$ cat config.mk
export PLATFORM = sky130hd
export DESIGN_NAME = srl_pipe_ctrl_flat
export DESIGN_NICKNAME = d
export VERILOG_FILES = /design/src/rtl/srl_pipe_ctrl_if.sv /design/src/rtl/srl_pipe_ctrl.sv /design/src/flat_wrapper.sv
export SDC_FILE = /design/constraint.sdc
export NUM_CORES = 1
export LEC_CHECK = 0
export CAP_MARGIN = 10
export CORE_MARGIN = 2
export CORE_UTILIZATION = 38
export CTS_BUF_LIST = sky130_fd_sc_hd__clkbuf_8
export DETAILED_ROUTE_END_ITERATION = 16
export HOLD_SLACK_MARGIN = 0.1
export PLACE_DENSITY = 0.65
export SLEW_MARGIN = 20
export SYNTH_ARGS = -nofsm -noshare
export SYNTH_HDL_FRONTEND = slang
export SYNTH_SLANG_ARGS = --single-unit
$ cat constraint.sdc
create_clock -name clk -period 2.5 [get_ports clk]
set_input_delay 0.375 -clock clk [delete_from_list [all_inputs] [get_ports clk]]
set_output_delay 0.375 -clock clk [all_outputs]
set_load 0.005 [all_outputs]
$ cat src/rtl/srl_pipe_ctrl_if.sv
// Handshake and control bundle between a stream producer/consumer
// and the SRL flow controller.
interface srl_pipe_ctrl_if #(
    parameter int C_CNT_WIDTH = 3
);
    logic                   in_valid;
    logic                   in_last;
    logic                   in_ready;
    logic                   out_valid;
    logic                   out_last;
    logic                   out_ready;
    logic                   flush;
    logic                   srl_ce;
    logic                   srl_rst;
    logic [C_CNT_WIDTH-1:0] occupancy;
    logic                   busy;
    logic                   drain_done;

    modport master (
        output in_valid,
        output in_last,
        output out_ready,
        output flush,
        input  in_ready,
        input  out_valid,
        input  out_last,
        input  srl_ce,
        input  srl_rst,
        input  occupancy,
        input  busy,
        input  drain_done
    );

    modport slave (
        input  in_valid,
        input  in_last,
        input  out_ready,
        input  flush,
        output in_ready,
        output out_valid,
        output out_last,
        output srl_ce,
        output srl_rst,
        output occupancy,
        output busy,
        output drain_done
    );
endinterface

$ cat src/rtl/srl_pipe_ctrl.sv
// Flow controller for a bank of equal-depth SRL delay lines sharing
// one clock enable; turns valid/ready handshakes into srl_ce stalls.
module srl_pipe_ctrl #(
    parameter int C_DEPTH     = 4,
    parameter int C_CNT_WIDTH = 3
) (
    input  logic          clk,
    input  logic          rst,
    srl_pipe_ctrl_if.slave bus
);

    typedef enum logic [1:0] {
        IDLE,
        RUN,
        DRAIN
    } state_t;

    state_t                 state_q;
    state_t                 state_d;
    logic [C_DEPTH-1:0]     valid_sr;
    logic [C_DEPTH-1:0]     last_sr;
    logic [C_DEPTH-1:0]     valid_nx;
    logic [C_DEPTH-1:0]     last_nx;
    logic [C_CNT_WIDTH-1:0] occ_q;
    logic [C_CNT_WIDTH-1:0] occ_d;
    logic                   drain_done_q;
    logic                   drain_done_d;
    logic                   srl_ce;
    logic                   in_ready;
    logic                   in_fire;
    logic                   out_fire;
    logic                   out_valid;
    logic                   out_last;

    assign out_valid = valid_sr[C_DEPTH-1];
    assign out_last  = last_sr[C_DEPTH-1];

    // flush forces the shift so the SRLs see their clear enabled
    assign srl_ce   = bus.flush | ~out_valid | bus.out_ready;
    assign in_ready = srl_ce & (state_q != DRAIN) & ~bus.flush;
    assign in_fire  = bus.in_valid & in_ready;
    assign out_fire = out_valid & bus.out_ready;

    generate
        if (C_DEPTH == 1) begin : g_d1
            assign valid_nx = in_fire;
            assign last_nx  = in_fire & bus.in_last;
        end else begin : g_dn
            assign valid_nx = {valid_sr[C_DEPTH-2:0], in_fire};
            assign last_nx  = {last_sr[C_DEPTH-2:0],
                               in_fire & bus.in_last};
        end
    endgenerate

    always_ff @(posedge clk or posedge rst) begin
        if (rst) begin
            valid_sr <= '0;
            last_sr  <= '0;
        end else if (bus.flush) begin
            valid_sr <= '0;
            last_sr  <= '0;
        end else if (srl_ce) begin
            valid_sr <= valid_nx;
            last_sr  <= last_nx;
        end
    end

    always_comb begin
        occ_d = occ_q;
        if (bus.flush) begin
            occ_d = '0;
        end else begin
            occ_d = occ_q
                  + C_CNT_WIDTH'(in_fire)
                  - C_CNT_WIDTH'(out_fire);
        end
    end

    always_comb begin
        state_d      = state_q;
        drain_done_d = 1'b0;
        if (bus.flush) begin
            state_d = IDLE;
        end else begin
            unique case (state_q)
                IDLE: begin
                    if (in_fire) begin
                        state_d = bus.in_last ? DRAIN : RUN;
                    end
                end
                RUN: begin
                    if (in_fire && bus.in_last) begin
                        state_d = DRAIN;
                    end
                end
                DRAIN: begin
                    if (out_fire && out_last) begin
                        state_d      = IDLE;
                        drain_done_d = 1'b1;
                    end
                end
                default: begin
                    state_d = IDLE;
                end
            endcase
        end
    end

    // drain_done is a flop: it is high the cycle the FSM is back in IDLE
    always_ff @(posedge clk or posedge rst) begin
        if (rst) begin
            state_q      <= IDLE;
            occ_q        <= '0;
            drain_done_q <= 1'b0;
        end else begin
            state_q      <= state_d;
            occ_q        <= occ_d;
            drain_done_q <= drain_done_d;
        end
    end

    assign bus.in_ready   = in_ready;
    assign bus.out_valid  = out_valid;
    assign bus.out_last   = out_last;
    assign bus.srl_ce     = srl_ce;
    assign bus.srl_rst    = bus.flush;
    assign bus.occupancy  = occ_q;
    assign bus.busy       = (state_q != IDLE);
    assign bus.drain_done = drain_done_q;

endmodule
$ cat src/flat_wrapper.sv
// flat-port wrapper written by rule: the top's interface ports become plain ports
module srl_pipe_ctrl_flat 
#(
    parameter int C_DEPTH     = 4,
    parameter int C_CNT_WIDTH = 3
)
  (clk, rst, bus_in_valid, bus_in_last, bus_out_ready, bus_flush, bus_in_ready, bus_out_valid, bus_out_last, bus_srl_ce, bus_srl_rst, bus_occupancy, bus_busy, bus_drain_done);
  srl_pipe_ctrl_if #(.C_CNT_WIDTH(C_CNT_WIDTH)) bus_i ();
  input  logic clk;
  input  logic rst;
  input wire logic [$bits(bus_i.in_valid)-1:0] bus_in_valid;
  input wire logic [$bits(bus_i.in_last)-1:0] bus_in_last;
  input wire logic [$bits(bus_i.out_ready)-1:0] bus_out_ready;
  input wire logic [$bits(bus_i.flush)-1:0] bus_flush;
  output wire logic [$bits(bus_i.in_ready)-1:0] bus_in_ready;
  output wire logic [$bits(bus_i.out_valid)-1:0] bus_out_valid;
  output wire logic [$bits(bus_i.out_last)-1:0] bus_out_last;
  output wire logic [$bits(bus_i.srl_ce)-1:0] bus_srl_ce;
  output wire logic [$bits(bus_i.srl_rst)-1:0] bus_srl_rst;
  output wire logic [$bits(bus_i.occupancy)-1:0] bus_occupancy;
  output wire logic [$bits(bus_i.busy)-1:0] bus_busy;
  output wire logic [$bits(bus_i.drain_done)-1:0] bus_drain_done;
  assign bus_i.in_valid = bus_in_valid;
  assign bus_i.in_last = bus_in_last;
  assign bus_i.out_ready = bus_out_ready;
  assign bus_i.flush = bus_flush;
  assign bus_in_ready = bus_i.in_ready;
  assign bus_out_valid = bus_i.out_valid;
  assign bus_out_last = bus_i.out_last;
  assign bus_srl_ce = bus_i.srl_ce;
  assign bus_srl_rst = bus_i.srl_rst;
  assign bus_occupancy = bus_i.occupancy;
  assign bus_busy = bus_i.busy;
  assign bus_drain_done = bus_i.drain_done;
  srl_pipe_ctrl #(.C_DEPTH(C_DEPTH), .C_CNT_WIDTH(C_CNT_WIDTH)) u_core (.clk(clk), .rst(rst), .bus(bus_i));
endmodule
Word level (Yosys, flattened, before mapping)
Cells that the tools add are included.
Storage, ports and cells
  register bits: 14
  input bits: 6
  output and inout port bits: 10
  word-level logic and storage cells: 42
Cells by class
  add/subtract/negate cells: 2
  equality and inequality tests: 6
  muxes and demuxes: 14
  bitwise logic cells: 9
  reductions and logical operators: 6
Operator list (number)
  two-way mux 4 bit: 4
  two-way mux 2 bit: 5
  != test 3 x 2 -> 1 bit, second input constant: 3
  case mux 2 bit (3 select lines): 1
  AND 1 bit: 5
  nonzero test 2 bit: 2
  adder 3 x 1 -> 3 bit: 1
  two-way mux 1 bit: 3
  two-way mux 3 bit: 1
  AND reduction 3 bit: 1
  subtractor 3 x 1 -> 3 bit: 1
  equality test 2 x 1 -> 1 bit, second input constant: 1
  equality test 2 bit, second input constant: 1
  logical AND 1 bit: 2
  logical NOT 2 bit: 1
  != test 2 bit, second input constant: 1
  inverter 1 bit: 2
  bitwise OR 1 bit: 2

Depth between registers and ports, before layout
  depth in word-level cells: 10
  mapped depth: 9
  gate-level depth less buffers: 9

Least setup slack after synthesis
OpenSTA, ideal clock, no wires.
  kind: reg2reg
  start: reg u_core.valid_sr[3]
  end: reg u_core.occ_q[2] (netlist: u_core.bus.occupancy[2])
  library setup time: 0.121 ns
  arrival time: 1.840 ns
  required time: 2.379 ns
  setup slack: 0.538 ns
  stages on the path, launching flop included: 10
  path buffers: 1
  period minus slack after synthesis: 1.962 ns
  cells stage by stage: dfrtp_1 and2b_2 buf_4 nor3_1 ha_1 inv_1 fa_1 xor2_1 xnor2_1 nor2_1
Between the ends
  cells in the longest elaborated chain, start to end: 9
  elaborated cells between the ends (all ways): 10
  classes of those cells: add/sub: 2; mux: 1; bitwise: 7
RTL lines
  from (decl): line srl_pipe_ctrl.sv:20  | logic [C_DEPTH-1:0] valid_sr;
  from (signal assigned): line srl_pipe_ctrl.sv:63  | valid_sr <= valid_nx;
  inverter 1 bit: line srl_pipe_ctrl.sv:39  | assign srl_ce = bus.flush | ~out_valid | bus.out_ready;
  bitwise OR 1 bit (2 in a row): line srl_pipe_ctrl.sv:39
  AND 1 bit (2 in a row): line srl_pipe_ctrl.sv:40  | assign in_ready = srl_ce & (state_q != DRAIN) & ~bus.flush;
  AND 1 bit: line srl_pipe_ctrl.sv:41  | assign in_fire = bus.in_valid & in_ready;
  adder 3 x 1 -> 3 bit: line srl_pipe_ctrl.sv:74  | + C_CNT_WIDTH'(in_fire)
  subtractor 3 x 1 -> 3 bit *: line srl_pipe_ctrl.sv:75  | - C_CNT_WIDTH'(out_fire);
  two-way mux 3 bit *: line srl_pipe_ctrl.sv:70  | if (bus.flush) begin
  via u_core.occ_d[2]: line srl_pipe_ctrl.sv:25  | logic [C_CNT_WIDTH-1:0] occ_d;
  to (signal assigned): line srl_pipe_ctrl.sv:113  | occ_q <= '0;
  to (signal assigned): line srl_pipe_ctrl.sv:117  | occ_q <= occ_d;
  to (decl): line srl_pipe_ctrl.sv:24  | logic [C_CNT_WIDTH-1:0] occ_q;
Mark *: on every way through the listed nets, which the timed path passes. The rest lies on a longest branch.
A chain may end at the register's enable or synchronous reset.

Worst setup path after layout
  start: in bus_out_ready
  end: out bus_srl_ce
Between the ends
  cells in the longest elaborated chain, start to end: 1
RTL lines
  from (decl): line flat_wrapper.sv:13  | input wire logic [$bits(bus_i.out_ready)-1:0] bus_out_ready;
  bitwise OR 1 bit: line srl_pipe_ctrl.sv:39
  to (decl): line flat_wrapper.sv:18  | output wire logic [$bits(bus_i.srl_ce)-1:0] bus_srl_ce;
No other way between the ends.

==> key figures <==
Clock tree
  • Clock root cell: clkbuf_8
  • TritonCTS clock tree: built
  • CTS Hold Bufs: 0
  • Clock Path Buffers: 2
  • Post-CTS Resized: 0
  • Post-CTS Setup Bufs: 0
  • Clock sinks: 14
  • H-tree depth: 1
  • TritonCTS Buffers: 3
  • Clock slew at reported path FFs: approximately 60 ps
  • Insertion delay to the later sink of the worst-skew pair: ~250 ps

Critical path
  • Critical Setup Path Class: in -> out
  • Reg2reg setup slack: 560 ps
  • Slowest-stage cell, CP: clkdlybuf4s50_1
  • Slowest stage delay, CP: roughly 500 ps
  • Most frequent CP cell: clkdlybuf4s50_1
  • Startpoint types: primary input
  • Crit end category: output pin
  • Data required time of the critical path: 2120 ps
  • CP Cell Sequence: clkdlybuf4s50_1, and2b_2, buf_4, nand2b_1, clkdlybuf4s50_1
  • CP max FO: 9
  • Crit path DAT: around 1900 ps

Floorplanning
  • Core ar.: about 1700 um2
  • DIE AREA: ~2200 um2
  • Initial Util: 0.4029
  • Die width: between 40 and 50 um
  • Die Height: between 40 and 50 um
  • Io pins: 16
  • Rows: 15

Timing
  • Final clock skew: between 2 and 3 ps
  • Relative slew slack: 0.6489
  • Final critical-path required period: 2237 ps
  • Worst hold slack: 473.9 ps
  • Final setup TNS: 0 ps
  • Worst-Margin Slew: 526.1 ps
  • Highest clock rate: roughly 0.45 GHz
  • Final hold viol count: 0
  • Period utilization: 0.8947
  • Final Slew Violations: 0
  • Setup violators final: 0
  • RSZ-0062 raised after global routing: no

Global routing
  • Initial antenna violation count: 0
  • First-pass GRT wire length: approximately 2300 um
  • Pin count of the biggest net entering global routing: 15
  • Vias in the first global route: 533
  • Overflow after GRT: 0
  • GRT Total Usage: 0.1571

Drt
  • Vias: 537
  • Total Wirelength: 1335 um
  • Detailed Routing Iterations Pass 1: 4
  • Initial DRC Count: 10
  • Residual DRC: 0
  • ANT nets after route: 0
  • DR WL/cell: between 10 and 15 um
  • DR vias/cell: between 4 and 5

Synth
  • Async SR Flop Fraction: 1.000
  • Synth top area share: 0.5036
  • Syn_area_per_cell: between 9 and 10 um2
  • Mapped Nets: 80
  • Top cells by area, synth: dfrtp_1 50%, nand2_1 7.6%, a21oi_1 5.8%
  • Register area share after synthesis: 0.5036
  • Post-synth EDFFs: 0
  • Post-Synthesis Cells: 71
  • Synth area leader: dfrtp_1
  • Post-synth cell types: 25
  • Yosys warnings: 0
  • Most used DFF post-synth: dfrtp_1
  • #FFs+latches synth: 14
  • Post-Syn Area: between 600 and 700 um2
  • Post-synth top cells: 14 x dfrtp_1, 14 x nand2_1, 8 x a21oi_1, 6 x nor2_1, 4 x inv_1

Cells and area
  • Layout cells sized above 1: 0.1477
  • Antenna Cells: 0
  • Layout area overhead: 32.01%
  • Nets: 98

Power and ir drop
  • PD cells: 596.8 nW/um2
  • Leakage power: between 0.4 and 0.5 nW
  • Maximum vdd drop: between 200 and 300 uV

Placement
  • GP Congestion: just under 0.7
  • PortBufs: 15
  • Dpl hpwl: between 900 and 1000 um

Run status
  • Status: completed

Worst hold path
  • HP Class: in -> async

Run
  • Max-cap violations: 0
==> report_power, final <==
| group | total, mW | switching [mW] | internal [mW] |
|---|---|---|---|
| logic | 0.0782 | 0.0326 | 0.0456 |
| clock network | 0.223 | 0.0831 | 0.140 |
| registers | 0.247 | 0.00879 | 0.238 |
==> sequential cells by signal (all words and copies together) (netlist names) <==
name	flops
u_core.state_q	2
u_core.bus.occupancy	3
u_core.last_sr	4
u_core.bus.drain_done	1
u_core.valid_sr	4
==> final timing paths <==
| kind | from | endpoint | cells past startpoint |
|---|---|---|---|
| worst max-delay path | bus_out_ready | bus_srl_ce | 5 |
| worst min-delay path | rst | u_core.last_sr[3] | 2 |
| worst max register to register | u_core.valid_sr[3] | u_core.bus.occupancy[2] | 8 |
| worst min register to register | u_core.state_q[1] | u_core.state_q[0] | 1 |
| max in group asynchronous | rst | u_core.bus.drain_done | 2 |
| min in group clk | u_core.state_q[1] | u_core.state_q[0] | 1 |
==> layout make-up <==
cell class,count,area [um2]
Sequential cell,14,350.3
Clock buffer,4,55.05
Tap cell,25,31.28
Fill cell,170,808.3
Multi-Input combinational cell,48,294.0
Inverter,4,15.01
Timing Repair Buffer,18,172.7
==> stage by stage <==
stage / worst slack, ps / total power, mW / std cells / utilization / cell area [um2]
after floorplan: 538.4 / 0.2937 / 71 / - / 695.7
after global placement: 111.8 / 0.3286 / 109 / 0.5000 / 863.3
after detailed placement: 82.89 / 0.3305 / 109 / 0.5000 / 863.3
after CTS: 258.4 / 0.5563 / 113 / 0.5319 / 918.4
after global routing: 187.3 / 0.5754 / 113 / 0.5319 / 918.4
final: 263.2 / 0.5481 / 113 / 0.5319 / 918.4
==> placed cells by master (no fill, tap or decap), drive strengths merged, types with 2 or more instances in the layout <==
master         Yosys  layout
clkbuf             0       4
nand2b             3       3
nor2               6       6
buf                5       3
dfrtp             14      14
a21oi              8       8
nand2             14      14
ha                 2       2
nor3               2       2
clkdlybuf4s50      0      15
inv                4       4
==> kinds of logic after synthesis <==
family / after synthesis / synth area share
AND/OR/NAND/NOR: 34 / 0.2626
AO/OA/AOI/OAI: 9 / 0.07015
buffers and inverters: 9 / 0.07373
flip-flops: 14 / 0.5036
XOR/XNOR: 2 / 0.02518
adder cells (fa/ha/maj): 3 / 0.06474
==> routing by layer <==
metal | routed length (um) | part of all wire | track usage | up-vias
li1 | - | - | - | 261
met1 | 665 | 0.50 | 0.2103 | 254
met2 | 573 | 0.43 | 0.2301 | 20
met3 | 74 | 0.055 | 0.03462 | 2
met4 | 21 | 0.016 | 0.1000 | 0
met5 | 0 | 0 | 0 | -
==> critical path: cells and delay by family <==
family | cells | cell delay [ps]
AND/OR/NAND/NOR | 2 | 330
buffers and inverters | 3 | 1160
(Power assumes the default switching activity.)
